===== src/rtl/sci_tx_pkg.sv =====
// Shared types and helpers for the SCI transmit path (also used by the future sci_rx).
package sci_tx_pkg;

  localparam int SCI_BIT_TICKS = 32;

  // Serial mode register: CA is carried but unused (async mode only).
  typedef struct packed {
    logic       ca;
    logic       chr;
    logic       pe;
    logic       oe;
    logic       stop;
    logic       mp;
    logic [1:0] cks;
  } smr_t;

  typedef logic [7:0] brr_t;
  typedef logic [7:0] tdr_t;

  typedef enum logic [2:0] {
    IDLE,
    START,
    DATA,
    PARITY,
    MPB,
    STOP1,
    STOP2
  } sci_tx_state_t;

  // Terminal count of the CKS prescaler: 4^cks - 1.
  function automatic logic [5:0] prescale_max(input logic [1:0] cks);
    case (cks)
      2'd0:    return 6'd0;
      2'd1:    return 6'd3;
      2'd2:    return 6'd15;
      default: return 6'd63;
    endcase
  endfunction

  // Parity over the bits actually sent (7 or 8), inverted for odd parity.
  function automatic logic frame_parity(input tdr_t tdr, input logic chr, input logic oe);
    logic [7:0] bits;
    bits = chr ? {1'b0, tdr[6:0]} : tdr;
    return (^bits) ^ oe;
  endfunction

endpackage


===== src/rtl/sci_tx_if.sv =====
// Register-block <-> transmit-engine signal bundle.
interface sci_tx_if;
  import sci_tx_pkg::*;

  logic ce;
  smr_t smr;
  brr_t brr;
  logic te;
  tdr_t tdr;
  logic tdre;
  logic mpbt;
  logic tdre_set;
  logic tend;
  logic txd;
  logic busy;

  // Register block side.
  modport master (
    output ce, smr, brr, te, tdr, tdre, mpbt,
    input  tdre_set, tend, txd, busy
  );

  // Transmit engine side.
  modport slave (
    input  ce, smr, brr, te, tdr, tdre, mpbt,
    output tdre_set, tend, txd, busy
  );
endinterface


===== src/rtl/sci_baud_gen.sv =====
// Bit-rate generator: 4^CKS prescaler, BRR+1 divider and BIT_TICKS-per-bit counter.
// bit_tick fires on the last CE cycle of each bit period.
module sci_baud_gen
  import sci_tx_pkg::*;
#(
  parameter int BIT_TICKS = SCI_BIT_TICKS
) (
  input  logic       clk,
  input  logic       rst,
  input  logic       ce,
  input  logic       clr,
  input  logic [1:0] cks,
  input  brr_t       brr,
  output logic       bit_tick
);

  localparam int BW = (BIT_TICKS > 1) ? $clog2(BIT_TICKS) : 1;

  logic [5:0]    pre_cnt;
  brr_t          brr_cnt;
  logic [BW-1:0] bit_cnt;
  logic          pre_last;
  logic          brr_last;
  logic          bit_last;

  assign pre_last = (pre_cnt == prescale_max(cks));
  assign brr_last = (brr_cnt == brr);
  assign bit_last = (bit_cnt == BW'(BIT_TICKS - 1));
  assign bit_tick = ce & pre_last & brr_last & bit_last;

  // Cascaded dividers; all wrap to zero together on bit_tick, so bits abut exactly.
  always_ff @(posedge clk) begin
    // NOTE: sequential state uses non-blocking assignments so every register
    // samples pre-edge values regardless of statement order.
    if (rst) begin
      pre_cnt <= '0;
      brr_cnt <= '0;
      bit_cnt <= '0;
    end else if (ce) begin
      if (clr) begin
        pre_cnt <= '0;
        brr_cnt <= '0;
        bit_cnt <= '0;
      end else begin
        pre_cnt <= pre_last ? 6'd0 : pre_cnt + 6'd1;
        if (pre_last)
          brr_cnt <= brr_last ? '0 : brr_cnt + 8'd1;
        if (pre_last && brr_last)
          bit_cnt <= bit_last ? '0 : bit_cnt + BW'(1);
      end
    end
  end

endmodule


===== src/rtl/sci_tx.sv =====
// SCI asynchronous transmitter: frames TDR onto TXD and reports TDR consumption / TEND.
module sci_tx
  import sci_tx_pkg::*;
#(
  parameter int BIT_TICKS = SCI_BIT_TICKS
) (
  input logic     clk,
  input logic     rst,
  sci_tx_if.slave bus
);

  sci_tx_state_t state;
  tdr_t          shreg;
  logic [2:0]    bit_idx;
  logic          chr_q;
  logic          pe_q;
  logic          mp_q;
  logic          stop_q;
  logic          par_q;
  logic          mpbt_q;
  logic [1:0]    cks_q;
  brr_t          brr_q;

  logic bit_tick;
  logic end_of_frame;
  logic load;
  logic data_last;

  // Frame format and rate are frozen at load; the dividers run from the latched copies.
  sci_baud_gen #(.BIT_TICKS(BIT_TICKS)) u_baud (
    .clk      (clk),
    .rst      (rst),
    .ce       (bus.ce),
    .clr      (load),
    .cks      (cks_q),
    .brr      (brr_q),
    .bit_tick (bit_tick)
  );

  assign end_of_frame = bit_tick && ((state == STOP1 && !stop_q) || state == STOP2);
  assign load         = bus.te && !bus.tdre && (state == IDLE || end_of_frame);
  assign data_last    = (bit_idx == (chr_q ? 3'd6 : 3'd7));

  // Frame FSM with registered TXD/TEND/BUSY/TDRE_SET; everything advances only on CE.
  always_ff @(posedge clk) begin
    if (rst) begin
      // NOTE: the data shifter and latched frame fields are reset too, so a
      // frame abandoned by reset leaves no stale state behind.
      state        <= IDLE;
      shreg        <= '0;
      bit_idx      <= '0;
      chr_q        <= 1'b0;
      pe_q         <= 1'b0;
      mp_q         <= 1'b0;
      stop_q       <= 1'b0;
      par_q        <= 1'b0;
      mpbt_q       <= 1'b0;
      cks_q        <= '0;
      brr_q        <= '0;
      bus.txd      <= 1'b1;
      bus.tend     <= 1'b1;
      bus.tdre_set <= 1'b0;
      bus.busy     <= 1'b0;
    end else if (bus.ce) begin
      bus.tdre_set <= 1'b0;
      if (state != IDLE && !bus.te) begin
        // Transmit disabled mid-frame: abandon immediately, line back to mark.
        state    <= IDLE;
        bus.txd  <= 1'b1;
        bus.tend <= 1'b1;
        bus.busy <= 1'b0;
      end else if (load) begin
        shreg        <= bus.tdr;
        bit_idx      <= '0;
        chr_q        <= bus.smr.chr;
        pe_q         <= bus.smr.pe;
        mp_q         <= bus.smr.mp;
        stop_q       <= bus.smr.stop;
        par_q        <= frame_parity(bus.tdr, bus.smr.chr, bus.smr.oe);
        mpbt_q       <= bus.mpbt;
        cks_q        <= bus.smr.cks;
        brr_q        <= bus.brr;
        state        <= START;
        bus.txd      <= 1'b0;
        bus.tdre_set <= 1'b1;
        bus.tend     <= 1'b0;
        bus.busy     <= 1'b1;
      end else if (bit_tick) begin
        case (state)
          START: begin
            state   <= DATA;
            bus.txd <= shreg[0];
          end
          DATA: begin
            if (data_last) begin
              if (mp_q) begin
                state   <= MPB;
                bus.txd <= mpbt_q;
              end else if (pe_q) begin
                state   <= PARITY;
                bus.txd <= par_q;
              end else begin
                state   <= STOP1;
                bus.txd <= 1'b1;
              end
            end else begin
              shreg   <= shreg >> 1;
              bus.txd <= shreg[1];
              bit_idx <= bit_idx + 3'd1;
            end
          end
          PARITY, MPB: begin
            state   <= STOP1;
            bus.txd <= 1'b1;
          end
          STOP1: begin
            bus.txd <= 1'b1;
            if (stop_q) begin
              state <= STOP2;
            end else begin
              state    <= IDLE;
              bus.tend <= 1'b1;
              bus.busy <= 1'b0;
            end
          end
          STOP2: begin
            state    <= IDLE;
            bus.txd  <= 1'b1;
            bus.tend <= 1'b1;
            bus.busy <= 1'b0;
          end
          default: begin
            bus.txd <= 1'b1;
          end
        endcase
      end
    end
  end

endmodule


===== src/flat_wrapper.sv =====
// flat-port wrapper written by rule: the top's interface ports become plain ports
module sci_tx_flat import sci_tx_pkg::*;
#(
  parameter int BIT_TICKS = SCI_BIT_TICKS
)
  (clk, rst, bus_ce, bus_smr, bus_brr, bus_te, bus_tdr, bus_tdre, bus_mpbt, bus_tdre_set, bus_tend, bus_txd, bus_busy);
  sci_tx_if bus_i ();
  input logic clk;
  input logic rst;
  input wire logic [$bits(bus_i.ce)-1:0] bus_ce;
  input wire logic [$bits(bus_i.smr)-1:0] bus_smr;
  input wire logic [$bits(bus_i.brr)-1:0] bus_brr;
  input wire logic [$bits(bus_i.te)-1:0] bus_te;
  input wire logic [$bits(bus_i.tdr)-1:0] bus_tdr;
  input wire logic [$bits(bus_i.tdre)-1:0] bus_tdre;
  input wire logic [$bits(bus_i.mpbt)-1:0] bus_mpbt;
  output wire logic [$bits(bus_i.tdre_set)-1:0] bus_tdre_set;
  output wire logic [$bits(bus_i.tend)-1:0] bus_tend;
  output wire logic [$bits(bus_i.txd)-1:0] bus_txd;
  output wire logic [$bits(bus_i.busy)-1:0] bus_busy;
  assign bus_i.ce = bus_ce;
  assign bus_i.smr = bus_smr;
  assign bus_i.brr = bus_brr;
  assign bus_i.te = bus_te;
  assign bus_i.tdr = bus_tdr;
  assign bus_i.tdre = bus_tdre;
  assign bus_i.mpbt = bus_mpbt;
  assign bus_tdre_set = bus_i.tdre_set;
  assign bus_tend = bus_i.tend;
  assign bus_txd = bus_i.txd;
  assign bus_busy = bus_i.busy;
  sci_tx #(.BIT_TICKS(BIT_TICKS)) u_core (.clk(clk), .rst(rst), .bus(bus_i));
endmodule

===== config.mk =====
export PLATFORM = sky130hd
export DESIGN_NAME = sci_tx_flat
export DESIGN_NICKNAME = d
export VERILOG_FILES = /design/src/rtl/sci_tx_pkg.sv /design/src/rtl/sci_tx_if.sv /design/src/rtl/sci_baud_gen.sv /design/src/rtl/sci_tx.sv /design/src/flat_wrapper.sv
export SDC_FILE = /design/constraint.sdc
export NUM_CORES = 1
export LEC_CHECK = 0
export CORE_ASPECT_RATIO = 0.75
export CORE_UTILIZATION = 42
export DETAILED_ROUTE_END_ITERATION = 10
export GPL_ROUTABILITY_DRIVEN = 0
export GPL_TIMING_DRIVEN = 0
export PLACE_DENSITY_LB_ADDON = 0.3
export SLEW_MARGIN = 20
export SYNTH_ARGS = -nofsm -noshare
export SYNTH_HDL_FRONTEND = slang
export SYNTH_SLANG_ARGS = --single-unit

===== constraint.sdc =====
create_clock -name clk -period 1.9 [get_ports clk]
set_input_delay 0.38 -clock clk [delete_from_list [all_inputs] [get_ports clk]]
set_output_delay 0.38 -clock clk [all_outputs]
set_load 0.01 [all_outputs]

==> run_results.csv, run 1 <==
group,metric,value,unit
grt,grt_max_degree,16,
grt,globalRouteMet3Util,4.89,%
power_and_ir_drop,pwr_density_cell,597,mW/mm^2
power_and_ir_drop,combPwrFrac,25.2,%
grt,grt_pass1_vias,2688,
synthesis,yosys_warnings,0,
floorplan,num_io_pins,34,
worst_setup_path,crit_fanout,7,
sta,rsz0062_at_grt,"yes",
synthesis,synth_top_area_share,36.6,%
grt,grt_pass1_wl,13700,um
floorplan,die_area,0.00725,mm^2
synthesis,yosysUniqueCellTypes,58,
cts,cts_tree,"yes",
power_and_ir_drop,p_leak,0.00150,uW
synthesis,synth_edf_count,0,
grt,grt_remaining_overflow,0,
power_and_ir_drop,p_sw_share,30.2,%
routing,wl_per_cell,17.2,um
routing,firstDrtPassIters,10,
synthesis,ys_ff_latch,53,
routing,drtAntennaViolNets,0,
sta,setup_viol,47,
final_layout,n_antenna_cell,0,
grt,grt-busiest-layer,"met2",
place,place_area,0.00336,mm^2
power_and_ir_drop,p_seq_share,48.3,%
synthesis,syn_inst,343,
outcome,status,"complete, but fails checks",
place,port_buffers,30,
worst_setup_path,end_kind,"register",
cts,cts-buffers-inserted,5,
synthesis,syn-num-nets,378,
sta,fmax,455,MHz
synthesis,seq_area_frac_synth,36.6,%
routing,wirelength,8530,um
synthesis,yosys.area_share.simple,22.3,%
outcome,violations,"design-rule violations, negative setup slack",
grt,antenna_found_initial,0,
cts,clock_sinks,53,
synthesis,synthMuxAreaShare,3.45,%
final_layout,post-route-util,63.4,%
sta,final.period_utilization,116,%
sta,period_needed,2200,ps
synthesis,synthFlopType,"dfxtp_1",
grt,grt_use_total,24.2,%
final_layout,drive_gt1_share,28.6,%
floorplan,start_util,44.8,%
sta,finalSetupTns,-9680,ps
cts,path_clk_slew,100,ps
final_layout,register_area,0.00107,mm^2
sta,layout_setup_ws,-299,ps
floorplan,core_area,0.00647,mm^2
floorplan,die_w,98.0,um
synthesis,synth_common_cells,"53 x dfxtp_1, 47 x nand2_1, 32 x a21oi_1, 21 x nor2_1, 21 x xnor2_1",
flow_run,cap_violations,0,
power_and_ir_drop,netSwitchingPower,741,uW
worst_setup_path,crit_type,"reg2reg",
routing,drc_errors,1,
power_and_ir_drop,peakVddDrop,0.000423,V
grt,met2_usage,39.0,%
synthesis,synth.area.top_cells,"dfxtp_1 37%, xnor2_1 6.3%, nand2_1 6.1%",
cts,cts_buffer_depth,2,
worst_setup_path,cpMaxStageDelayCell,"or4_4",
floorplan,die_h,74.0,um
cts,root_buffer,"clkbuf_8",
worst_setup_path,crit_top_cell,"buf_6",
cts,ctsHtreeMaxLevel,2,
place,dp_hpwl,5340,um
synthesis,synth.largest_area_cell,"dfxtp_1",
sta,worst-slew-pin-transition,645,ps
synthesis,yosys.area_share.adder,2.16,%
worst_hold_path,hp-class,"reg2reg",
routing,vias,2906,
worst_setup_path,cp-start-kind,"register",
sta,drv_slew,0,
grt,grtUsageMet1,32.8,%
power_and_ir_drop,p_int,1710,uW
sta,worst_clock_skew,7.88,ps
final_layout,multiInputGateArea,0.00203,mm^2
final_layout,fin_nets,451,
sta,finalHoldViolations,0,
floorplan,fp-row-count,25,
final_layout,nFillCells,524,
synthesis,synthArstFlopShare,0,%
synthesis,synth_top_family_by_area,"simple AND/OR/NAND/NOR gates",
worst_setup_path,arrival,2380,ps
final_layout,syn2layout_area_growth,41.6,%
synthesis,syn_avg_cell_area,8.46,um^2
synthesis,syn_area,0.00290,mm^2
worst_setup_path,crit_path_max_incr_delay,550,ps
sta,slew_headroom,57.0,%
synthesis,synth_xor_area_share,8.76,%
synthesis,yosysMostFrequentCell,"dfxtp_1",
routing,routed_via_density,5.85,
worst_setup_path,cp_cell_sequence,"or4_4 -> nand2_2 -> a21boi_4 -> a41oi_4 -> buf_6 -> buf_6 -> o211ai_1 -> a21oi_1",
final_layout,fin_area,0.00411,mm^2
worst_setup_path,required,2080,ps
power_and_ir_drop,pwr-share-clk,26.5,%
synthesis,synth_compound_area_share,21.8,%
cts,clock_latency,310,ps
routing,drt_iter0_markers,263,
==> power groups by stage <==
| stage | logic [uW] | registers, uW | clock network, uW |
|---|---|---|---|
| after floorplan | 289 | 1200 | 0 |
| after global placement | 427 | 1210 | 0 |
| after detailed placement | 433 | 1210 | 0 |
| after CTS | 591 | 1180 | 649 |
| after global routing | 656 | 1190 | 702 |
| final | 618 | 1180 | 648 |
==> layer usage <==
metal	up-vias	wire, um
met5	-	0
met4	0	149
met3	16	681
met2	125	3840
met1	1397	3860
li1	1368	-
==> per-stage QoR <==
step / hold WS, ps / power, uW / std cells / setup WS, ps
after floorplan: 437 / 1490 / 343 / -97.9
after global placement: 448 / 1630 / 454 / -485
after detailed placement: 451 / 1640 / 454 / -482
after CTS: 464 / 2420 / 493 / -254
after global routing: 493 / 2550 / 497 / -362
final: 469 / 2450 / 497 / -299
==> registers in the layout, summed over array words and instances (netlist names), 2 cells and up <==
signal	count
u_core.cks_q	2
u_core.brr_q	8
u_core.u_baud.brr_cnt	8
u_core.u_baud.pre_cnt	6
u_core.u_baud.bit_cnt	5
u_core.shreg	8
u_core.bit_idx	3
u_core.state	3
==> layout make-up <==
class / count / share of cell area [%]
well taps: 81 / 2.47
inverters: 14 / 1.28
repair buffers: 66 / 15.5
flip-flops and latches: 53 / 26.1
multi-input cells: 258 / 49.4
plain buffers: 18 / 3.35
clock buffers: 6 / 1.77
clock inverters: 1 / 0.213
==> worst max-delay path, delay by kind of cell, from the launching register on <==
kind | cells | cell delay, ps
simple gates | 2 | 640
flops | 1 | 370
compound gates | 4 | 710
buf+inv | 2 | 340
==> path summary, 6_finish.rpt <==
path | startpoint | depth (start not counted) | endpoint | slack, ps
min reg2reg | u_core.bus.tdre_set$_SDFFE_PP0P_ | 2 | u_core.bus.tdre_set$_SDFFE_PP0P_ | 470
max | u_core.cks_q[0]$_SDFFE_PP0P_ | 8 | u_core.bit_idx[1]$_SDFFE_PP0P_ | -300
min | u_core.bus.tdre_set$_SDFFE_PP0P_ | 2 | u_core.bus.tdre_set$_SDFFE_PP0P_ | 470
max reg2reg | u_core.cks_q[0]$_SDFFE_PP0P_ | 8 | u_core.bit_idx[1]$_SDFFE_PP0P_ | -300
==> cell families after synthesis <==
group,after synthesis
simple gates,129
compound gates,85
flops,53
buf+inv,32
xor+xnor,29
mux,10
fa+ha+maj,5
==> cell usage in the layout (no fill, tap or decap), types with 5 or more instances in the layout <==
cell type,instances
a211oi_1,7
a21oi_1,22
a21oi_2,9
and3_1,11
buf_4,20
buf_6,22
clkbuf_1,8
clkbuf_8,8
clkdlybuf4s50_1,30
dfxtp_1,48
inv_1,12
mux2i_1,10
nand2_1,32
nand2_2,14
nand3_1,14
nand4_1,7
nor2_1,20
o211ai_1,8
o21ai_0,5
xnor2_1,21
xor2_1,8
==> repair_timing <==
action                     CTS  global route
setup endpoints to repair   47            48
cloned                       3             0
pin swaps                   47            12
gates resized for setup     84            10
hold buffers                 0             0
setup buffers               29             4
No activity file was read; power rests on OpenSTA's default activity.
==> run 2: changes to the inputs <==
CORE_ASPECT_RATIO = default   (was 0.75)
SYNTH_HIERARCHICAL = 1   (was default)
==> run_results.csv, run 2 <==
group,metric,value,unit
worst_setup_path,crit_path_max_incr_delay,360,ps
routing,drtAntennaViolNets,0,
worst_setup_path,cpMaxStageDelayCell,"dfxtp_4",
cts,clock_sinks,53,
synthesis,synth.largest_area_cell,"dfxtp_1",
synthesis,synthArstFlopShare,0,%
power_and_ir_drop,p_leak,0.00149,uW
cts,clock_latency,310,ps
sta,hold_slack,406,ps
sta,finalSetupTns,-35860,ps
power_and_ir_drop,p_int,1690,uW
power_and_ir_drop,peakVddDrop,0.000288,V
final_layout,final_common_cell,"dfxtp_1",
sta,fmax,338,MHz
final_layout,fin_nets,474,
floorplan,die_w,86.6,um
synthesis,synth_top_area_share,35.3,%
cts,path_clk_slew,100,ps
final_layout,final_cell_mix,"42 x dfxtp_1, 38 x nand3_1, 33 x nand2_1, 31 x clkdlybuf4s50_1, 31 x buf_4",
synthesis,ys_ff_latch,53,
final_layout,nFillCells,580,
routing,routed_via_density,5.88,
final_layout,drive_gt1_share,29.7,%
cts,cts-buffers-inserted,5,
sta,drv_slew,0,
sta,worst-slew-pin-transition,676,ps
worst_setup_path,crit_type,"reg2reg",
power_and_ir_drop,pwr_density_cell,567,mW/mm^2
cts,root_buffer,"clkbuf_8",
routing,drt_iter0_markers,191,
grt,grt_remaining_overflow,0,
sta,layout_setup_ws,-1050,ps
power_and_ir_drop,combPwrFrac,25.1,%
synthesis,syn_area,0.00301,mm^2
cts,cts_tree,"yes",
grt,grt_use_total,21.7,%
synthesis,synth_common_cells,"53 x dfxtp_1, 50 x nand3_1, 35 x nand2_1, 28 x a21oi_1, 19 x nor2_1",
floorplan,num_io_pins,34,
synthesis,yosysUniqueCellTypes,66,
synthesis,seq_area_frac_synth,35.3,%
power_and_ir_drop,netSwitchingPower,700,uW
outcome,status,"complete, but fails checks",
final_layout,syn2layout_area_growth,40.2,%
routing,drc_errors,0,
floorplan,core_area,0.00687,mm^2
sta,setup_viol,53,
routing,wl_per_cell,15.8,um
grt,grt_pass1_vias,2841,
worst_setup_path,cp_cell_sequence,"ha_4 -> and3_4 -> ha_4 -> and4_4 -> and4b_1 -> a211o_4 -> nand3b_4 -> inv_6 -> buf_8 -> clkbuf_16 -> o31a_1 -> o21a_2 -> o31a_1 -> o32ai_2",
cts,cts_buffer_depth,2,
sta,rsz0062_at_grt,"yes",
sta,period_needed,2950,ps
final_layout,top_regs,"u_core/brr_q (8), u_core/shreg (8), u_core/u_baud/brr_cnt (8)",
worst_setup_path,arrival,3190,ps
synthesis,syn_avg_cell_area,8.27,um^2
outcome,violations,"negative setup slack",
routing,firstDrtPassIters,5,
worst_setup_path,required,2130,ps
floorplan,start_util,43.8,%
cts,ctsHtreeMaxLevel,2,
synthesis,yosys_warnings,6,
floorplan,die_h,86.6,um
power_and_ir_drop,p_sw_share,29.3,%
sta,finalHoldViolations,0,
synthesis,synth.area.top_cells,"dfxtp_1 35%, nand3_1 8.3%, a21oi_1 4.7%",
grt,grt_max_degree,15,
grt,grt_pass1_wl,12900,um
power_and_ir_drop,p_seq_share,49.4,%
worst_setup_path,cp-start-kind,"register",
floorplan,fp-row-count,30,
place,port_buffers,31,
synthesis,syn_inst,364,
synthesis,synthFlopType,"dfxtp_1",
place,dp_hpwl,5320,um
floorplan,die_area,0.00751,mm^2
sta,final.period_utilization,156,%
final_layout,n_antenna_cell,0,
grt,antenna_found_initial,0,
final_layout,post-route-util,61.4,%
synthesis,yosysMostFrequentCell,"dfxtp_1",
worst_hold_path,hp-class,"in2reg",
routing,vias,3140,
synthesis,syn-num-nets,399,
power_and_ir_drop,pwr-share-clk,25.5,%
sta,slew_headroom,54.9,%
worst_setup_path,crit_fanout,5,
sta,worst_clock_skew,13.7,ps
cts,holdBufCountCts,0,
synthesis,synth_edf_count,0,
worst_setup_path,cp.buffers_inverters,3,
routing,wirelength,8420,um
worst_setup_path,end_kind,"register",
worst_setup_path,crit_family,"compound AO/OA/AOI/OAI gates",
flow_run,cap_violations,0,
[run 2: metrics by stage]
stage	power (uW)	area (um^2)	setup slack [ps]	std cells
finish	2390	4220	-1050	534
global route	2500	4220	-1160	534
CTS	2320	3900	-1110	519
detailed placement	1630	3530	-1540	491
global placement	1630	3530	-1550	491
floorplan	1490	3100	-981	364
[run 2: final timing paths]
check        cells past startpoint                             startpoint                                    end  slack, ps
max                             14  u_core/u_baud/bit_cnt[1]$_SDFFE_PP0P_  u_core/u_baud/brr_cnt[4]$_SDFFE_PP0P_      -1050
min                              3                                 bus_te           u_core/state[2]$_SDFFE_PP0P_        410
max reg2reg                     14  u_core/u_baud/bit_cnt[1]$_SDFFE_PP0P_  u_core/u_baud/brr_cnt[4]$_SDFFE_PP0P_      -1050
min reg2reg                      2              u_core/par_q$_SDFFE_PP0P_              u_core/par_q$_SDFFE_PP0P_        460
[run 2: cells by family after synthesis]
family | Yosys count | synth area share, %
AOI/OAI and AO/OA | 96 | 22.5
xor gates and xnor gates | 21 | 6.57
adders and majority gates | 5 | 2.08
buffers and inverters | 38 | 6.49
DFF | 53 | 35.3
muxes | 3 | 0.998
and+or+nand+nor | 148 | 26.1
[run 2: power by group through the flow]
stage	Clock [uW]	Combinational, uW	Sequential, uW
floorplan	0	284	1200
global placement	0	423	1210
detailed placement	0	427	1210
CTS	621	519	1180
global route	673	638	1190
finish	610	600	1180
[run 2: final cells by class]
| cell class | count | area (um^2) | area share [%] |
|---|---|---|---|
| Buffer | 23 | 176 | 4.18 |
| Clock buffer | 5 | 68.8 | 1.63 |
| Clock inverter | 1 | 5.00 | 0.119 |
| Inverter | 14 | 57.6 | 1.36 |
| Multi-Input combinational cell | 273 | 2050 | 48.5 |
| Sequential cell | 53 | 1080 | 25.7 |
| Tap cell | 96 | 120 | 2.85 |
| Timing Repair Buffer | 69 | 661 | 15.7 |
[run 2: layer usage]
| layer | GRT usage, % | wire length [um] | up-vias |
|---|---|---|---|
| met4 | 9.85 | 206 | 0 |
| met2 | 35.4 | 4000 | 144 |
| met5 | 0 | 0 | - |
| li1 | - | - | 1489 |
| met3 | 4.19 | 605 | 23 |
| met1 | 27.7 | 3610 | 1484 |
[run 2: worst min-delay path, stage by stage]
cell and delay (ps):
buf_4 160, nand3_1 80, a21oi_1 50
[run 2: repair_timing]
action | 4_1_cts | 5_1_grt
gates cloned | 2 | 1
pin swaps | 14 | 19
endpoints found under the setup margin | 53 | 53
buffers inserted | 20 | 15
gates resized for setup | 27 | 46
==> run 3: changes to the inputs <==
clock period = 3.5 ns   (was 1.9 ns; I/O delays follow)
==> run_results.csv, run 3 (synthesis gave the netlist of run 2 again) <==
group,metric,value,unit
cts,ctsHtreeMaxLevel,2,
routing,drt_iter0_markers,159,
worst_setup_path,crit_path_max_incr_delay,380,ps
final_layout,n_antenna_cell,0,
sta,finalHoldViolations,0,
grt,grt_remaining_overflow,0,
power_and_ir_drop,p_seq_share,52.3,%
cts,cts-buffers-inserted,5,
worst_setup_path,arrival,3600,ps
worst_setup_path,cpMaxStageDelayCell,"a211o_2",
worst_setup_path,cp_cell_sequence,"ha_1 -> and3_1 -> ha_1 -> and4_1 -> buf_6 -> and4b_1 -> a211o_2 -> nand3b_4 -> inv_2 -> buf_4 -> inv_1 -> o31a_1 -> buf_6 -> nand2_2 -> o31ai_2",
sta,setup_viol,0,
sta,final.period_utilization,96.4,%
cts,cts_buffer_depth,2,
power_and_ir_drop,p_leak,0.00125,uW
worst_setup_path,cp-startpoint,"u_core/u_baud/bit_cnt[0]$_SDFFE_PP0P_",
final_layout,drive_gt1_share,9.95,%
worst_setup_path,ff2ff_path_depth,15,
outcome,status,"completed",
worst_hold_path,worstHoldStart,"u_core/par_q$_SDFFE_PP0P_",
worst_setup_path,reg2reg_from,"u_core/u_baud/bit_cnt[0]$_SDFFE_PP0P_",
sta,finalSetupTns,0,ps
floorplan,core_area,0.00687,mm^2
final_layout,nFillCells,676,
worst_setup_path,reg2reg_setup_slack,130,ps
worst_setup_path,crit_fanout,18,
floorplan,num_io_pins,34,
routing,routed_via_density,5.74,
power_and_ir_drop,p_int,889,uW
flow_run,cap_violations,0,
routing,vias,2860,
power_and_ir_drop,pwr_density_cell,344,mW/mm^2
cts,root_buffer,"clkbuf_8",
power_and_ir_drop,peakVddDrop,0.000197,V
cts,cts_tree,"yes",
sta,drv_slew,0,
worst_hold_path,hp-class,"reg2reg",
sta,worst_clock_skew,5.25,ps
sta,slew_headroom,63.8,%
cts,holdBufCountCts,0,
power_and_ir_drop,pwr-share-clk,28.6,%
worst_setup_path,crit_type,"reg2reg",
sta,period_needed,3370,ps
sta,worst-slew-pin-transition,543,ps
place,place_area,0.00344,mm^2
power_and_ir_drop,p_sw_share,27.5,%
worst_setup_path,r2r_end,"u_core/u_baud/brr_cnt[0]$_SDFFE_PP0P_",
worst_setup_path,endpoint,"u_core/u_baud/brr_cnt[0]$_SDFFE_PP0P_",
routing,drtAntennaViolNets,0,
final_layout,final_common_cell,"dfxtp_1",
grt,antenna_found_initial,0,
worst_setup_path,end_kind,"register",
floorplan,die_w,86.6,um
grt,grt_pass1_vias,2559,
cts,clock_latency,300,ps
worst_setup_path,required,3730,ps
sta,fmax,296,MHz
final_layout,top_regs,"u_core/brr_q (8), u_core/shreg (8), u_core/u_baud/brr_cnt (8)",
final_layout,fin_area,0.00356,mm^2
place,dp_hpwl,5250,um
final_layout,fin_nets,437,
routing,wirelength,7290,um
final_layout,final_cell_mix,"53 x dfxtp_1, 50 x nand3_1, 33 x nand2_1, 31 x clkdlybuf4s50_1, 28 x a21oi_1",
routing,firstDrtPassIters,5,
power_and_ir_drop,netSwitchingPower,336,uW
power_and_ir_drop,combPwrFrac,19.1,%
cts,path_clk_slew,90,ps
routing,wl_per_cell,14.6,um
worst_setup_path,cp-start-kind,"register",
floorplan,die_area,0.00751,mm^2
floorplan,fp-row-count,30,
grt,grt_max_degree,19,
grt,grt_use_total,20.1,%
routing,drc_errors,0,
final_layout,syn2layout_area_growth,18.2,%
floorplan,start_util,43.8,%
cts,clock_sinks,53,
place,port_buffers,31,
floorplan,die_h,86.6,um
grt,grt_pass1_wl,12100,um
==> run 3: cell count changes in the layout (fill, tap and decap cells not counted), moves of 3 or more <==
cell,delta
a21oi_1,+12
a21oi_2,-11
buf_4,-26
buf_6,-4
buf_8,-3
dfxtp_1,+11
dfxtp_2,-8
dfxtp_4,-3
nand3_1,+12
nand3_2,-12
o21ai_0,+4
o21ai_1,-4
o32ai_1,+3
==> run 3: metrics by stage <==
stage / utilization (%) / std cells / power, uW / worst slack, ps / hold slack, ps
after floorplan: - / 364 / 796 / 330 / 432
after global placement: 50.1 / 491 / 874 / -549 / 444
after detailed placement: 50.1 / 491 / 876 / -552 / 454
after CTS: 51.3 / 497 / 1230 / 82.4 / 467
after global routing: 51.8 / 498 / 1290 / -6.62 / 485
final: 51.8 / 498 / 1230 / 126 / 462
==> run 3: layer usage <==
| layer | global-route usage (%) | routed length, um | part of all wire, % | vias up |
|---|---|---|---|---|
| met5 | 0 | 0 | 0 | - |
| met1 | 27.1 | 3420 | 47 | 1353 |
| met2 | 33.1 | 3400 | 47 | 89 |
| met3 | 3.24 | 393 | 5.4 | 8 |
| li1 | - | - | - | 1410 |
| met4 | 6.06 | 77 | 1.1 | 0 |
==> run 3: worst max-delay path, delay by kind of cell (launching register included) <==
family	cells	cell delay [ps]
AOI/OAI and AO/OA	3	870
adders and majority gates	2	510
DFF	1	370
and+or+nand+nor	5	810
buffers and inverters	5	730
==> run 3: area by class of cell <==
type | count | area [um^2] | area share (%)
plain buffers | 22 | 139 | 3.90
clock buffers | 7 | 86.3 | 2.43
inverters | 14 | 52.6 | 1.48
multi-input cells | 273 | 1780 | 49.9
flip-flops and latches | 53 | 1060 | 29.8
well taps | 96 | 120 | 3.38
repair buffers | 33 | 323 | 9.07
==> run 3: how the worst min path moves through the flow <==
stage	endpoint	slack (ps)	cells after the start
global placement	u_core/par_q$_SDFFE_PP0P_	440	2
global route	u_core/par_q$_SDFFE_PP0P_	490	2
finish	u_core/par_q$_SDFFE_PP0P_	460	2
detailed placement	u_core/par_q$_SDFFE_PP0P_	450	2
floorplan	u_core/par_q$_SDFFE_PP0P_	430	2
CTS	u_core/par_q$_SDFFE_PP0P_	470	2
==> run 3: power groups by stage <==
stage,Combinational (uW),Clock (uW),Sequential (uW)
2_1_floorplan,146,0,650
3_3_place_gp,221,0,653
3_5_place_dp,223,0,653
4_1_cts,225,366,640
5_1_grt,255,389,643
6_report,234,351,640
==> run 3: repair_timing <==
action	4_1_cts	5_1_grt
cloned	0	1
resized for setup	1	6
setup endpoints to repair	19	17
pin swaps	0	3
setup buffers	0	1
